[config.mk]
export PLATFORM = sky130hd
export DESIGN_NAME = spk_out_encoder
export DESIGN_NICKNAME = d
export VERILOG_FILES = /design/src/rtl/spk_out_encoder.sv
export SDC_FILE = /design/constraint.sdc
export NUM_CORES = 1
export LEC_CHECK = 0
export CORE_UTILIZATION = 40
export CTS_CLUSTER_DIAMETER = 40
export DETAILED_ROUTE_END_ITERATION = 12
export HOLD_SLACK_MARGIN = 0.06
export SYNTH_ARGS = -nofsm -noshare
export SYNTH_HDL_FRONTEND = slang
export SYNTH_SLANG_ARGS = --single-unit
[constraint.sdc]
create_clock -name clk -period 3.2 [get_ports clk]
set_input_delay 0.64 -clock clk [delete_from_list [all_inputs] [get_ports clk]]
set_output_delay 0.64 -clock clk [all_outputs]
set_load 0.1 [all_outputs]
[src/rtl/spk_out_encoder.sv]
// Outbound packet encoder: turns fired-neuron addresses into SPIKE packets carrying global
// (x,y,z) coordinates, and streams soma memory words out as DATA/DATA_END packets on request.
module spk_out_encoder #(
    parameter int NNW = 12,
    parameter int SW  = 24,
    parameter int FTW = 3,
    parameter int FAW = 3
) (
    input  logic            clk,
    input  logic            rst_n,
    input  logic            soma_spk_vld,
    input  logic [NNW-1:0]  soma_spk_addr,
    output logic            spk_busy,
    output logic            spk_ovf,
    input  logic            rd_start,
    input  logic [NNW-1:0]  rd_len,
    output logic            out_soma_re,
    output logic [NNW-1:0]  out_soma_raddr,
    input  logic [SW-1:0]   soma_out_rdata,
    output logic            spk_out_vld,
    output logic [SW-1:0]   spk_out_data,
    output logic [FTW-1:0]  spk_out_type,
    input  logic            spk_out_rdy,
    input  logic [NNW-1:0]  x_out,
    input  logic [NNW-1:0]  y_out,
    input  logic [NNW-1:0]  xy_out,
    input  logic [SW/3-1:0] x_start,
    input  logic [SW/3-1:0] y_start,
    output logic [2:0]      dbg_state
);
    localparam int CW    = SW / 3;
    localparam int DEPTH = 1 << FAW;
    localparam logic [FTW-1:0] T_SPIKE = FTW'(0);
    localparam logic [FTW-1:0] T_DATA  = FTW'(1);
    localparam logic [FTW-1:0] T_END   = FTW'(2);

    typedef enum logic [2:0] {S_IDLE, S_DIV_Z, S_DIV_Y, S_SEND, S_RD_REQ, S_RD_SEND} state_t;

    state_t         state_q, state_d;
    logic [NNW-1:0] fifo_q [DEPTH];
    logic [FAW-1:0] wr_ptr_q, wr_ptr_d, rd_ptr_q, rd_ptr_d;
    logic [FAW:0]   count_q, count_d;
    logic           ovf_q, ovf_d, rd_pend_q, rd_pend_d;
    logic [NNW-1:0] len_hold_q, len_hold_d, idx_q, idx_d;
    logic [NNW-1:0] rem_q, rem_d, zc_q, zc_d, yc_q, yc_d;
    logic           vld_q, vld_d, re_q, re_d;
    logic [SW-1:0]  data_q, data_d;
    logic [FTW-1:0] type_q, type_d;
    logic [NNW-1:0] raddr_q, raddr_d;
    logic           push, pop;
    logic [CW-1:0]  z_f, y_f, x_f;
    logic           unused_cfg;

    // y_out only matters through xy_out; it is kept on the port for geometry completeness.
    assign unused_cfg = ^y_out;

    assign spk_busy       = (count_q == (FAW+1)'(DEPTH));
    assign spk_ovf        = ovf_q;
    assign out_soma_re    = re_q;
    assign out_soma_raddr = raddr_q;
    assign spk_out_vld    = vld_q;
    assign spk_out_data   = data_q;
    assign spk_out_type   = type_q;
    assign dbg_state      = state_q;

    // Output handshake: a packet transfers on a cycle where spk_out_vld and spk_out_rdy are both
    // high; while vld is high and rdy low, data and type hold; vld drops the cycle after transfer.
    always_comb begin
        push       = soma_spk_vld && !spk_busy;
        pop        = (state_q == S_SEND) && spk_out_rdy;
        state_d    = state_q;
        wr_ptr_d   = wr_ptr_q + FAW'(push);
        rd_ptr_d   = rd_ptr_q + FAW'(pop);
        count_d    = count_q + (FAW+1)'(push) - (FAW+1)'(pop);
        ovf_d      = ovf_q | (soma_spk_vld && spk_busy);
        rd_pend_d  = rd_pend_q;
        len_hold_d = len_hold_q;
        idx_d      = idx_q;
        rem_d      = rem_q;
        zc_d       = zc_q;
        yc_d       = yc_q;
        vld_d      = vld_q;
        data_d     = data_q;
        type_d     = type_q;
        re_d       = 1'b0;
        raddr_d    = '0;
        z_f        = CW'(zc_q);
        y_f        = CW'(yc_q) + y_start;
        x_f        = CW'(rem_q) + x_start;

        if (rd_start && !rd_pend_q && state_q != S_RD_REQ && state_q != S_RD_SEND) begin
            rd_pend_d  = 1'b1;
            len_hold_d = rd_len;
        end

        case (state_q)
            S_IDLE: begin
                if (rd_pend_q) begin
                    rd_pend_d = 1'b0;
                    if (len_hold_q != '0) begin
                        idx_d   = '0;
                        re_d    = 1'b1;
                        state_d = S_RD_REQ;
                    end
                end else if (count_q != '0) begin
                    rem_d   = fifo_q[rd_ptr_q];
                    zc_d    = '0;
                    yc_d    = '0;
                    state_d = S_DIV_Z;
                end
            end
            S_DIV_Z: begin
                if (xy_out != '0 && rem_q >= xy_out) begin
                    rem_d = rem_q - xy_out;
                    zc_d  = zc_q + NNW'(1);
                end else begin
                    state_d = S_DIV_Y;
                end
            end
            S_DIV_Y: begin
                if (x_out != '0 && rem_q >= x_out) begin
                    rem_d = rem_q - x_out;
                    yc_d  = yc_q + NNW'(1);
                end else begin
                    vld_d   = 1'b1;
                    type_d  = T_SPIKE;
                    data_d  = SW'({z_f, y_f, x_f});
                    state_d = S_SEND;
                end
            end
            S_SEND: begin
                if (spk_out_rdy) begin
                    vld_d   = 1'b0;
                    state_d = S_IDLE;
                end
            end
            S_RD_REQ: begin
                state_d = S_RD_SEND;
            end
            S_RD_SEND: begin
                // First cycle here: read data is on soma_out_rdata, capture it as the packet.
                if (!vld_q) begin
                    vld_d  = 1'b1;
                    data_d = soma_out_rdata;
                    type_d = (idx_q == len_hold_q - NNW'(1)) ? T_END : T_DATA;
                end else if (spk_out_rdy) begin
                    vld_d = 1'b0;
                    if (type_q == T_END) begin
                        state_d = S_IDLE;
                    end else begin
                        idx_d   = idx_q + NNW'(1);
                        re_d    = 1'b1;
                        raddr_d = idx_q + NNW'(1);
                        state_d = S_RD_REQ;
                    end
                end
            end
            default: state_d = S_IDLE;
        endcase
    end

    always_ff @(posedge clk or negedge rst_n) begin
        if (!rst_n) begin
            state_q    <= S_IDLE;
            wr_ptr_q   <= '0;
            rd_ptr_q   <= '0;
            count_q    <= '0;
            ovf_q      <= 1'b0;
            rd_pend_q  <= 1'b0;
            len_hold_q <= '0;
            idx_q      <= '0;
            rem_q      <= '0;
            zc_q       <= '0;
            yc_q       <= '0;
            vld_q      <= 1'b0;
            data_q     <= '0;
            type_q     <= '0;
            re_q       <= 1'b0;
            raddr_q    <= '0;
            for (int i = 0; i < DEPTH; i++) fifo_q[i] <= '0;
        end else begin
            state_q    <= state_d;
            wr_ptr_q   <= wr_ptr_d;
            rd_ptr_q   <= rd_ptr_d;
            count_q    <= count_d;
            ovf_q      <= ovf_d;
            rd_pend_q  <= rd_pend_d;
            len_hold_q <= len_hold_d;
            idx_q      <= idx_d;
            rem_q      <= rem_d;
            zc_q       <= zc_d;
            yc_q       <= yc_d;
            vld_q      <= vld_d;
            data_q     <= data_d;
            type_q     <= type_d;
            re_q       <= re_d;
            raddr_q    <= raddr_d;
            if (push) fifo_q[wr_ptr_q] <= soma_spk_addr;
        end
    end
endmodule

==> results.cfg <==
[outcome]
outcome = complete, no violations

[synth]
synth_nets = 1229
ys_ff_latch = 203
synth_ff_type = dfrtp_1
synth_edf_count = 0
avgSynthCellArea_sq_um = 10.8
ys_top_cells_by_area = dfrtp_1, mux2_2, ha_1
postSynthCellCount = 1066
yosys_warnings = 0
synthArstFlopShare_pct = 100
yosys.area.top_type = dfrtp_1
synth_common_cells = dfrtp_1, mux2_2, nor2_1, nand2_1, inv_1
ys_seq_area_share_pct = 44.3
synth_most_common_cell = dfrtp_1
synth.cell_area_sq_um = 11500
ys_types = 67
netlist.area_leader.share_pct = 44.3

[drt]
num_vias = 8789
firstDrtPassIters = 4
routedWlPerCell_um = 17.0
totalWireLength_mm = 28.5
drc = 0
antenna_left = 0
initialDrtViolationCount = 433
via_per_inst = 5.25

[critical_path]
start_kind = input port
crit_fanout = 3
cp-end-kind = flip-flop
reg2reg_to = dbg_state[0]
cpPeakStageDelay_ns = 0.52
rrSetupSlack_ns = 0.46
critical_path_class = input port to flip-flop
slowest_stage = or3_2
rr_startpoint = rem_q[0]
crit_chain = clkdlybuf4s50_1 -> ha_1 -> inv_1 -> fa_1 -> nand3_1 -> a311oi_2 -> a211oi_2 -> buf_4 -> nor3_4 -> or3_2 -> mux2_2
critical_path_arrival_ns = 3.28
reg2reg_depth = 11
crit_required_ns = 3.58

[place]
place_congestion = 0.881
portBuffers = 137
post_dp_cell_area_sq_um = 13600
dp.cells = 1606
place_hpwl_mm = 20.3

[power_and_ir_drop]
p_comb_share_pct = 48.9
p_leak_nw = 6.61
pwr-share-clk_pct = 23.5
p_per_area_nw_per_um2 = 1090
p_int_mw = 9.59
switchingPower_mw = 6.63
swShare_pct = 40.9
vdd_ir_drop_max_mv = 0.511
power_frac_seq_pct = 27.6

[clock_tree]
hold_buffers = 0
cts.path.max_buffers = 3
path_clk_slew_ns = 0.04
htree_num_levels = 2
postCtsSetupRepairBufs = 0
clock-sinks = 203
ctsResizeCount = 0
cts_tree = done
root_buffer = clkbuf_16
insertion_delay_ns = 0.51
numCtsBuffers = 37

[floorplanning]
core-area_sq_um = 28000
die_y_um = 171
die_area_sq_um = 29400
std_cell_rows = 61
die_w_um = 171
start_util_pct = 40.9
ioPinCount = 151

[sta]
worst_pin_slew_ns = 1.14
fin_worst_skew_ns = 0.0241
hold_ws_ns = 0.134
relSlewSlack_pct = 23.7
final-setup-viol-count = 0
final_hold_viol_count = 0
slew_violations = 0
fin_crit_ns = 2.90
fin_crit_sh_pct = 90.7
rsz0062_at_grt = false
fmax_mhz = 344

[finish]
drive_above_1_share_pct = 26.0
diodes = 0
area_growth_pct = 29.4
n_fill_cell = 2474
final_util_pct = 53.0
multi_input_area_sq_um = 6000
register_area_sq_um = 5080
final_cell_area_sq_um = 14800
stdcell_count = 1674
fin_nets = 1430

[global_routing]
grt.overflow.total = 0
antenna_found_initial = 0
grt_use_total_pct = 19.8
grt_max_degree = 80
grt_pass1_wl_mm = 45.5
grt_pass1_vias = 8687

[job]
drv_cap = 0

[hold_path]
worstHoldPathType = input port to async pin
-- layer usage --
layer | share of wire, % | vias to the layer above | track usage (%)
met3 | 4.5 | 44 | 3.27
met2 | 46 | 202 | 32.3
met5 | 0 | - | 0
met4 | 1.9 | 0 | 5.82
li1 | - | 4237 | -
met1 | 47 | 4306 | 27.2
-- registers in the layout, summed over array words and instances (netlist names) --
name,count
fifo_q,96
spk_out_data,24
idx_q,12
len_hold_q,12
out_soma_raddr,12
rem_q,12
yc_q,8
zc_q,8
count_q,4
dbg_state,3
rd_ptr_q,3
wr_ptr_q,3
spk_out_type,2
out_soma_re,1
rd_pend_q,1
spk_out_vld,1
spk_ovf,1
-- logic make-up after synthesis --
group / share of synthesized area [%]
AO/OA/AOI/OAI: 10.2
XOR/XNOR: 4.96
adder cells (fa/ha/maj): 6.65
buffers and inverters: 3.60
flip-flops: 44.3
multiplexers: 17.7
other: 0.0327
AND/OR/NAND/NOR: 12.6
-- power groups by stage --
stage	registers (mW)	clock network [mW]	logic (mW)
finish	4.47	3.82	7.93
global route	4.63	4.00	8.63
CTS	4.47	3.90	7.99
detailed placement	4.50	0	7.95
global placement	4.46	0	7.84
floorplan	5.56	0	4.59
-- cell type report --
cell class / count / share of cell area (%)
clock buffer: 44 / 6.62
clock inverter: 24 / 1.64
inverter: 55 / 1.39
multi-input combinational: 761 / 40.4
sequential: 203 / 34.2
tap: 378 / 3.19
timing repair buffer: 209 / 12.5
-- worst max-delay path by stage --
stage	from	to	slack, ns	cells after the start
detailed placement	xy_out[3]	zc_q[7]	-0.18	12
global placement	xy_out[0]	dbg_state[0]	-0.20	11
finish	xy_out[0]	dbg_state[0]	0.30	11
global route	xy_out[3]	zc_q[7]	0.15	12
CTS	xy_out[0]	dbg_state[0]	0.32	11
floorplan	xy_out[0]	dbg_state[0]	0.47	9
-- cells in the final DEF (no fill, tap or decap), types with 13 or more instances in the layout --
| cell | count |
|---|---|
| a21o_1 | 15 |
| a21oi_1 | 48 |
| a31oi_1 | 22 |
| buf_4 | 113 |
| clkbuf_16 | 37 |
| clkdlybuf4s50_1 | 91 |
| dfrtp_1 | 203 |
| ha_1 | 53 |
| inv_1 | 54 |
| mux2_2 | 117 |
| mux2i_1 | 17 |
| mux4_2 | 24 |
| nand2_1 | 79 |
| nand3_1 | 20 |
| nor2_1 | 97 |
| nor3_1 | 18 |
| o21ai_0 | 36 |
| or3_1 | 13 |
| xnor2_1 | 33 |
| xor2_1 | 32 |
-- per-stage QoR --
stage / setup slack, ns / setup TNS [ns] / total power, mW
floorplan: 0.469 / 0 / 10.1
global placement: -0.198 / -1.45 / 12.3
detailed placement: -0.184 / -1.53 / 12.4
CTS: 0.321 / 0 / 16.4
global route: 0.150 / 0 / 17.3
finish: 0.297 / 0 / 16.2
-- worst max-delay path: cells and delay by family --
| kind | cells | cell delay [ns] |
|---|---|---|
| AOI/OAI and AO/OA | 2 | 0.36 |
| adders and majority gates | 2 | 0.59 |
| buffers and inverters | 3 | 0.73 |
| muxes | 1 | 0.28 |
| and+or+nand+nor | 3 | 0.68 |
Power figures use the tool's default switching activity.
==> RTL edit, RTL diff (config.mk and constraints unchanged) <==
Set the parameter `NNW` to 24 (it was 12).
--- a/src/rtl/spk_out_encoder.sv
+++ b/src/rtl/spk_out_encoder.sv
@@ -2,5 +2,5 @@
 // (x,y,z) coordinates, and streams soma memory words out as DATA/DATA_END packets on request.
 module spk_out_encoder #(
-    parameter int NNW = 12,
+    parameter int NNW = 24,
     parameter int SW  = 24,
     parameter int FTW = 3,
Interface: changed (6 resized); port bits go from 151 to 223. No check against the original RTL was run, so the function may have changed too.
==> RTL edit against the original RTL <==
- design area rose by 72%
- sequential cell count up 144
- register-to-register slack lost 0.24 ns
- count of clock-buffer cells in the layout increased by 23
- routed wire length rose by 89%
- setup slack lost 0.14 ns
- combinational power increased by 77%
- clock skew fell by 0.0051 ns
- synthesized area rose by 70%
- synthesized cell count rose by 67%
- highest routed layer is now met5
- first-iteration DRC count is 85% higher
- total power is 71% higher
- core utilization rose by 0.34 points
==> RTL edit: results <==
export IMPL_critPathTopFamily="compound AO/OA/AOI/OAI gates"
export IMPL_drive_above_1_share_pct=29.7
export IMPL_powerSeq_mw=7.58
export IMPL_hp_class="reg2reg"
export IMPL_status="finished, final reports clean"
export IMPL_viasPerCell=5.36
export IMPL_dr_wl_met3_mm=1.99
export IMPL_synth_compound_area_share_pct=10.5
export IMPL_syn_num_nets=2025
export IMPL_dr_pass1_iters=5
export IMPL_yosys_area_share_adder_pct=5.50
export IMPL_synthXorXnorAreaFrac_pct=5.07
export IMPL_diodes=2
export IMPL_io_buffers=197
export IMPL_multi_input_area_um2=10200
export IMPL_met1Wirelength_mm=24.8
export IMPL_grt_pass1_wl_mm=85.7
export IMPL_seq_area_share_pct=34.0
export IMPL_path_clk_slew_ns=0.06
export IMPL_numCtsBuffers=59
export IMPL_drt_iter0_markers=800
export IMPL_gp_congestion=0.927
export IMPL_grt_pass1_vias=15700
export IMPL_final_nonclk_buf_share_pct=14.0
export IMPL_ys_seq_area_share_pct=44.5
export IMPL_buffers=404
export IMPL_register_area_um2=8690
RTL edit: what timing repair did:
item,4_1_cts,5_1_grt
hold endpoints to repair,75,0
setup endpoints to repair,0,0
hold buffers,1,0
RTL edit: worst paths after layout:
| path | endpoint | slack (ns) | start |
|---|---|---|---|
| worst min-delay path | spk_ovf$_DFF_PN0_ | 0.46 | spk_ovf$_DFF_PN0_ |
| worst min register to register | spk_ovf$_DFF_PN0_ | 0.46 | spk_ovf$_DFF_PN0_ |
| min in group asynchronous | fifo_q[45]$_DFFE_PN0P_ | 0.62 | rst_n |
| worst max-delay path | rem_q[19]$_DFFE_PN0P_ | 0.16 | x_out[11] |
| max in group asynchronous | fifo_q[27]$_DFFE_PN0P_ | 1.67 | rst_n |
| worst max register to register | rem_q[18]$_DFFE_PN0P_ | 0.22 | rem_q[0]$_DFFE_PN0P_ |
